## src/rtl/secded_codec.sv

```systemverilog
// Extended-Hamming (SECDED) encoder, error injector and decoder with a two-stage
// valid/ready pipeline and saturating corrected/uncorrectable event counters.
module secded_codec #(
  parameter  int DATA_W = 8,
  parameter  int CNT_W  = 8,
  localparam int P      = (DATA_W <= 4) ? 3 : (DATA_W <= 11) ? 4 : (DATA_W <= 26) ? 5 : 6,
  localparam int CODE_W = DATA_W + P + 1
) (
  input  logic              clk,
  input  logic              rst,
  input  logic              in_valid,
  output logic              in_ready,
  input  logic [DATA_W-1:0] in_data,
  input  logic [CODE_W-1:0] err_inj,
  input  logic              correct_en,
  input  logic              cnt_clr,
  output logic [CODE_W-1:0] code_word,
  output logic              out_valid,
  input  logic              out_ready,
  output logic [DATA_W-1:0] out_data,
  output logic [P-1:0]      out_syndrome,
  output logic              out_single,
  output logic              out_double,
  output logic [P-1:0]      out_err_pos,
  output logic [CNT_W-1:0]  corr_cnt,
  output logic [CNT_W-1:0]  uncorr_cnt
);

  localparam logic [P-1:0]      MAX_POS = P'(CODE_W - 1);
  localparam logic [CODE_W-1:0] ONE     = CODE_W'(1);

  // Data bits fill the non-power-of-two Hamming positions in ascending order.
  function automatic logic [CODE_W-1:0] encode(input logic [DATA_W-1:0] d);
    logic [CODE_W-1:0] c;
    logic [P-1:0]      syn;
    int                k;
    c   = '0;
    syn = '0;
    k   = 0;
    for (int i = 3; i < CODE_W; i++) begin
      if ((i & (i - 1)) != 0) begin
        c[i] = d[k];
        k++;
      end
    end
    for (int i = 1; i < CODE_W; i++) begin
      if (c[i]) syn ^= i[P-1:0];
    end
    for (int j = 0; j < P; j++) c[1 << j] = syn[j];
    c[0] = ^c[CODE_W-1:1];
    return c;
  endfunction

  function automatic logic [DATA_W-1:0] extract(input logic [CODE_W-1:0] c);
    logic [DATA_W-1:0] d;
    int                k;
    d = '0;
    k = 0;
    for (int i = 3; i < CODE_W; i++) begin
      if ((i & (i - 1)) != 0) begin
        d[k] = c[i];
        k++;
      end
    end
    return d;
  endfunction

  // Handshake: a transfer happens on a rising edge where valid & ready are both 1;
  // valid never drops and its payload never changes until that transfer happens.
  logic              s1_valid;
  logic [CODE_W-1:0] s1_code;
  logic              s2_adv;
  logic              s1_adv;

  assign s2_adv    = !out_valid || out_ready;
  assign s1_adv    = !s1_valid || s2_adv;
  assign in_ready  = s1_adv;
  assign code_word = s1_code;

  always_ff @(posedge clk or posedge rst) begin
    if (rst) begin
      s1_valid <= 1'b0;
      s1_code  <= '0;
    end else if (s1_adv) begin
      s1_valid <= in_valid;
      if (in_valid) s1_code <= encode(in_data) ^ err_inj;
    end
  end

  logic [P-1:0]      dec_syn;
  logic              dec_par;
  logic              dec_single;
  logic              dec_double;
  logic [CODE_W-1:0] dec_fixed;

  always_comb begin
    dec_syn = '0;
    for (int i = 1; i < CODE_W; i++) begin
      if (s1_code[i]) dec_syn ^= i[P-1:0];
    end
    dec_par    = ^s1_code;
    dec_single = dec_par && (dec_syn <= MAX_POS);
    // A syndrome beyond the last position with odd parity cannot be a single flip.
    dec_double = (dec_par && (dec_syn > MAX_POS)) || (!dec_par && (dec_syn != '0));
    dec_fixed  = s1_code;
    if (dec_single && correct_en) dec_fixed = s1_code ^ (ONE << dec_syn);
  end

  always_ff @(posedge clk or posedge rst) begin
    if (rst) begin
      out_valid    <= 1'b0;
      out_data     <= '0;
      out_syndrome <= '0;
      out_single   <= 1'b0;
      out_double   <= 1'b0;
      out_err_pos  <= '0;
    end else if (s2_adv) begin
      out_valid <= s1_valid;
      if (s1_valid) begin
        out_data     <= extract(dec_fixed);
        out_syndrome <= dec_syn;
        out_single   <= dec_single;
        out_double   <= dec_double;
        out_err_pos  <= dec_single ? dec_syn : '0;
      end
    end
  end

  // A clear in the same cycle as an accepted event drops that event.
  always_ff @(posedge clk or posedge rst) begin
    if (rst) begin
      corr_cnt   <= '0;
      uncorr_cnt <= '0;
    end else if (cnt_clr) begin
      corr_cnt   <= '0;
      uncorr_cnt <= '0;
    end else if (out_valid && out_ready) begin
      if (out_single && (corr_cnt != '1))   corr_cnt   <= corr_cnt + 1'b1;
      if (out_double && (uncorr_cnt != '1)) uncorr_cnt <= uncorr_cnt + 1'b1;
    end
  end

endmodule

```

## config.mk

```make
export PLATFORM = sky130hd
export DESIGN_NAME = secded_codec
export DESIGN_NICKNAME = d
export VERILOG_FILES = /design/src/rtl/secded_codec.sv
export SDC_FILE = /design/constraint.sdc
export NUM_CORES = 1
export LEC_CHECK = 0
export ABC_CLOCK_PERIOD_IN_PS = 4260
export CAP_MARGIN = 20
export CORE_MARGIN = 4
export CORE_UTILIZATION = 53
export CTS_CLUSTER_DIAMETER = 50
export DETAILED_ROUTE_END_ITERATION = 8
export PLACE_DENSITY = 0.94
export SYNTH_ARGS = -nofsm -noshare
export SYNTH_HDL_FRONTEND = slang
export SYNTH_SLANG_ARGS = --single-unit
```

## constraint.sdc

```tcl
create_clock -name clk -period 4.26 [get_ports clk]
set_input_delay 1.278 -clock clk [delete_from_list [all_inputs] [get_ports clk]]
set_output_delay 1.278 -clock clk [all_outputs]
set_load 0.005 [all_outputs]
```

==> qor.yml, run 1 <==
fmax_ghz: 0.266
synth_compound_area_frac: 0.132
synth_area_um2: 2970
num_antenna_cells: 0
synth_fa_ha_area_frac: 0.0118
antenna_found_initial: 0
synth_warnings: 0
ys_async_sr_fraction: 1.00
status: "finished, final reports clean"
dieArea_um2: 6860
powerDensity_nw_per_um2: 562
clk_latency_ns: 0.30
track_usage: 0.195
cts_buffer_depth: 2
rows: 26
clkSinkCount: 49
fp.coreArea_um2: 5270
die_h_um: 82.8
endpoint_kind: "primary output"
post_synth.cell_area_avg_um2: 9.99
synth_top_family_by_area: "XOR/XNOR gates"
power.leakage_nw: 1.54
clk_pin_slew_ns: 0.08
ioPinCount: 76
start_util: 0.563
maxCapViolCount: 0
synth_cells: 297
crit_type: "in -> out"
ys_types: 45
grt_pass1_wl_mm: 11.3
syn_nets: 326
synth_xor_area_frac: 0.245
firstDrtPassIters: 4
root_buffer: "clkbuf_8"
wl_per_cell_um: 15.0
muxShareOfSynthArea: 0.0118
finalSetupTns_ns: 0
ys_seq_area_frac: 0.413
first_iter_violations: 205
synth_top_flop_cell: "dfrtp_1"
cts_buffers: 5
worstSetupStartpointType: "input pin"
drv_slew: 0
grt_pass1_vias: 2375
finalSetupViolations: 0
synth_top_area_frac: 0.413
p_total_mw: 2.19
post_cts_resized: 0
dp_cells: 434
layout.nets: 401
rsz0062_at_grt: "no"
cts_tree: "done"
worst-slew-pin-transition_ns: 0.747
drcViolationCount: 0
drive_gt1_frac: 0.0670
viasPerCell: 5.58
fin_cells: 443
r2r_slack_ns: 1.89
period_minus_slack_ns: 3.77
port_buffers: 75
synth_edf_count: 0
place_hpwl_mm: 4.92
grt_max_degree: 50
synth-seq-cells: 49
vdd_drop_max_v: 0.000248
detail-route-antenna-nets: 0
gp_congestion: 0.902
holdWs_ns: 0.478
syn_to_final_growth_pct: 31.5
cp.required_ns: 2.98
ctsHoldBuffers: 0
post-synth-top-count-cell: "dfrtp_1"
skew_ns: 0.00677
relSlewSlack: 0.501
n_fill_cell: 385
netlist_top_cells_count: "dfrtp_1, xnor2_1, nand2_1"
hold_class: "reg -> reg"
yosysTopAreaCell: "dfrtp_1"
dr_total_vias: 2473
overflow: 0
wl_mm: 6.65
arrival_ns: 2.49
die_x_um: 82.8
cts_setup_buffers: 0
finalCritPeriodShare: 0.884
synthSimpleGateAreaFrac: 0.164
fin_util: 0.740
finalHoldViolations: 0
crit_fanout: 4
synth_area_leaders: "dfrtp_1, xnor2_1, nand2_1"
h-tree-depth: 2
-- final cells by class --
class	count	area [um2]	share of cell area
multi-input cells	232	1680	0.430
clock buffers	7	96.3	0.0247
flip-flops and latches	49	1230	0.314
clock inverters	1	5.00	0.00128
inverters	6	22.5	0.00577
repair buffers	78	786	0.201
well taps	70	87.6	0.0225
-- per-layer routing --
metal  track usage  up-vias  wire length (um)
li1              -     1194                 -
met1         0.259     1179              2980
met2         0.317       93              3160
met3        0.0475        7               423
met4        0.0594        0                84
met5             0        -                 0
-- worst max-delay path, stage by stage --
cell             delay (ns)
clkdlybuf4s50_1        0.52
nand3b_1               0.17
clkdlybuf4s50_1        0.52
-- stage by stage --
stage | area [um2] | setup slack, ns
after CTS | 3880 | 0.493
final | 3900 | 0.495
after floorplan | 2970 | 1.52
after detailed placement | 3780 | 0.505
after global placement | 3780 | 0.514
after global routing | 3900 | 0.451
-- final timing paths --
path	start	end	depth (start not counted)
max	out_ready	in_ready	3
min	out_syndrome[0]$_DFFE_PP0P_	out_syndrome[0]$_DFFE_PP0P_	1
max reg2reg	code_word[3]$_DFFE_PP0P_	out_single$_DFFE_PP0P_	5
min reg2reg	out_syndrome[0]$_DFFE_PP0P_	out_syndrome[0]$_DFFE_PP0P_	1
max in group asynchronous	rst	out_syndrome[1]$_DFFE_PP0P_	3
min in group asynchronous	rst	corr_cnt[6]$_DFFE_PP0P_	2
-- registers in the layout (all words and copies together) (netlist names) --
register,cells
code_word,13
corr_cnt,8
out_data,8
uncorr_cnt,8
out_err_pos,4
out_syndrome,4
out_double,1
out_single,1
out_valid,1
s1_valid,1
-- cell families after synthesis --
group / after synthesis
and+or+nand+nor: 103
xor gates and xnor gates: 67
AOI/OAI and AO/OA: 56
DFF: 49
buffers and inverters: 16
muxes: 3
adders and majority gates: 3
-- placed cells by master, fill, tap and decap left out, drive strengths merged, types with 3 or more instances in the layout --
master and count:
a22o 3, xor2 13, nand4 6, xnor3 4
nand3 8, nor3 8, xnor2 49, nor2 24
clkbuf 7, clkdlybuf4s50 75, dfrtp 49, a2111o 4
a21oi 9, nand2b 3, inv 5, o2111ai 3
nand2 38, o211ai 10, a21o 3, nor4 9
buf 3, o21ai 15
-- where the power goes --
part / internal, mW / total (mW) / switching, mW / leakage (nW)
Sequential: 0.564 / 0.665 / 0.101 / 0.627
Combinational: 0.627 / 1.23 / 0.607 / 0.855
Clock: 0.147 / 0.296 / 0.149 / 0.0542
Total: 1.34 / 2.19 / 0.857 / 1.54
Power figures use the tool's default switching activity.
==> inputs of run 2 (changes only) <==
- CTS_CLUSTER_SIZE: default -> 14
- SLEW_MARGIN: default -> 20
==> run 2 against run 1 <==
Net effect: sequential share of layout area is 0.15 points higher; critical path depth did not move; register-to-register slack about the same; wire length is 0.36% lower; die area stayed put; final cell count shrank 0.23%; sequential cell count is the same; clock power about the same; non-clock buffer count down 1; largest cell class unchanged.
==> qor.yml, run 2 (same netlist as run 1, synthesis figures left out) <==
firstDrtPassIters: 4
clkSinkCount: 49
port_buffers: 75
rows: 26
dieArea_um2: 6860
crit_fanout: 4
root_buffer: "clkbuf_8"
seqCellArea_um2: 1230
status: "finished, final reports clean"
crit_chain: "clkdlybuf4s50_1, nand3b_1, clkdlybuf4s50_1"
powerDensity_nw_per_um2: 565
layout.nets: 400
final_common_cell: "clkdlybuf4s50_1"
syn_to_final_growth_pct: 30.9
fp.coreArea_um2: 5270
finalSetupViolations: 0
min_from: "out_syndrome[0]$_DFFE_PP0P_"
drv_slew: 0
finalSetupTns_ns: 0
track_usage: 0.195
n_fill_cell: 389
switchingPower_uw: 858
grt_pass1_vias: 2375
crit_slowest_cell: "clkdlybuf4s50_1"
cp_num_buf_inv: 2
post_cts_resized: 0
dr_total_vias: 2459
comb_power_share: 0.562
worst-slew-pin-transition_ns: 0.813
largest_reg_flops: 13
cts_buffers: 5
grt_max_degree: 50
die_x_um: 82.8
start_util: 0.563
overflow: 0
die_h_um: 82.8
h-tree-depth: 2
cts_setup_buffers: 0
multi_input_area_um2: 1680
hold_class: "reg -> reg"
timing.rr.start: "code_word[3]$_DFFE_PP0P_"
detail-route-antenna-nets: 0
finalCritPeriodShare: 0.884
maxCapViolCount: 0
crit_type: "in -> out"
period_minus_slack_ns: 3.77
wl_mm: 6.62
grt_pass1_wl_mm: 11.3
drive_gt1_frac: 0.0645
p_int_mw: 1.34
cts_buffer_depth: 2
ctsHoldBuffers: 0
power.leakage_nw: 1.53
rsz0062_at_grt: "no"
drcViolationCount: 0
clk_pin_slew_ns: 0.08
relSlewSlack: 0.457
antenna_found_initial: 0
arrival_ns: 2.49
crit_top_cell: "clkdlybuf4s50_1"
pwr-share-seq: 0.303
cpLargestDelayFamily: "buffers and inverters"
layout_common_cells: "clkdlybuf4s50_1, dfrtp_1, xnor2_1"
switching_share: 0.391
vdd_drop_max_v: 0.000248
pwr-share-clk: 0.135
gp_congestion: 0.902
skew_ns: 0.00782
endpoint_kind: "primary output"
fmax_ghz: 0.266
first_iter_violations: 228
num_antenna_cells: 0
place_hpwl_mm: 4.92
wl_per_cell_um: 15.0
finalHoldViolations: 0
layout_setup_ws_ns: 0.494
cts_tree: "done"
viasPerCell: 5.56
worstSetupStartpointType: "input pin"
crit_start: "out_ready"
clk_latency_ns: 0.31
cp.required_ns: 2.98
fin_util: 0.737
cpPeakStageDelay_ns: 0.52
dp_worst_setup_slack_ns: 0.505
ioPinCount: 76
[run 2: per-layer routing]
layer,wire length (um),GRT usage,vias up
met5,0,0,-
met4,84,0.0594,0
met3,410,0.0475,7
met2,3160,0.317,86
met1,2970,0.259,1177
li1,-,-,1189
[run 2: cell type report]
cell class | instances | share of cell area
multi-input combinational | 232 | 0.432
inverter | 6 | 0.00612
tap | 70 | 0.0226
clock buffer | 7 | 0.0248
clock inverter | 1 | 0.00129
sequential | 49 | 0.316
timing repair buffer | 77 | 0.197
[run 2: power by group through the flow]
stage                     registers, mW  clock network (mW)  logic, mW
after floorplan                   0.659                   0      0.839
after global placement            0.671                   0       1.19
after detailed placement          0.676                   0       1.22
after CTS                         0.667               0.305       1.23
after global routing              0.681               0.324       1.33
final                             0.666               0.296       1.23
[run 2: final timing paths]
check	endpoint	slack (ns)	cells after the start
min in group asynchronous	corr_cnt[1]$_DFFE_PP0P_	1.43	2
hold reg to reg	out_syndrome[0]$_DFFE_PP0P_	0.48	1
max in group asynchronous	out_syndrome[1]$_DFFE_PP0P_	2.35	2
hold / removal	out_syndrome[0]$_DFFE_PP0P_	0.48	1
setup / recovery	in_ready	0.49	3
setup reg to reg	out_single$_DFFE_PP0P_	1.88	5
[run 2: stage by stage]
stage / instances / power [mW] / hold WS [ns] / area, um2
final: 442 / 2.19 / 0.478 / 3880
after global routing: 442 / 2.34 / 0.524 / 3880
after CTS: 442 / 2.21 / 0.485 / 3880
after detailed placement: 434 / 1.90 / 0.466 / 3780
after global placement: 434 / 1.86 / 0.451 / 3780
after floorplan: 297 / 1.50 / 0.463 / 2970
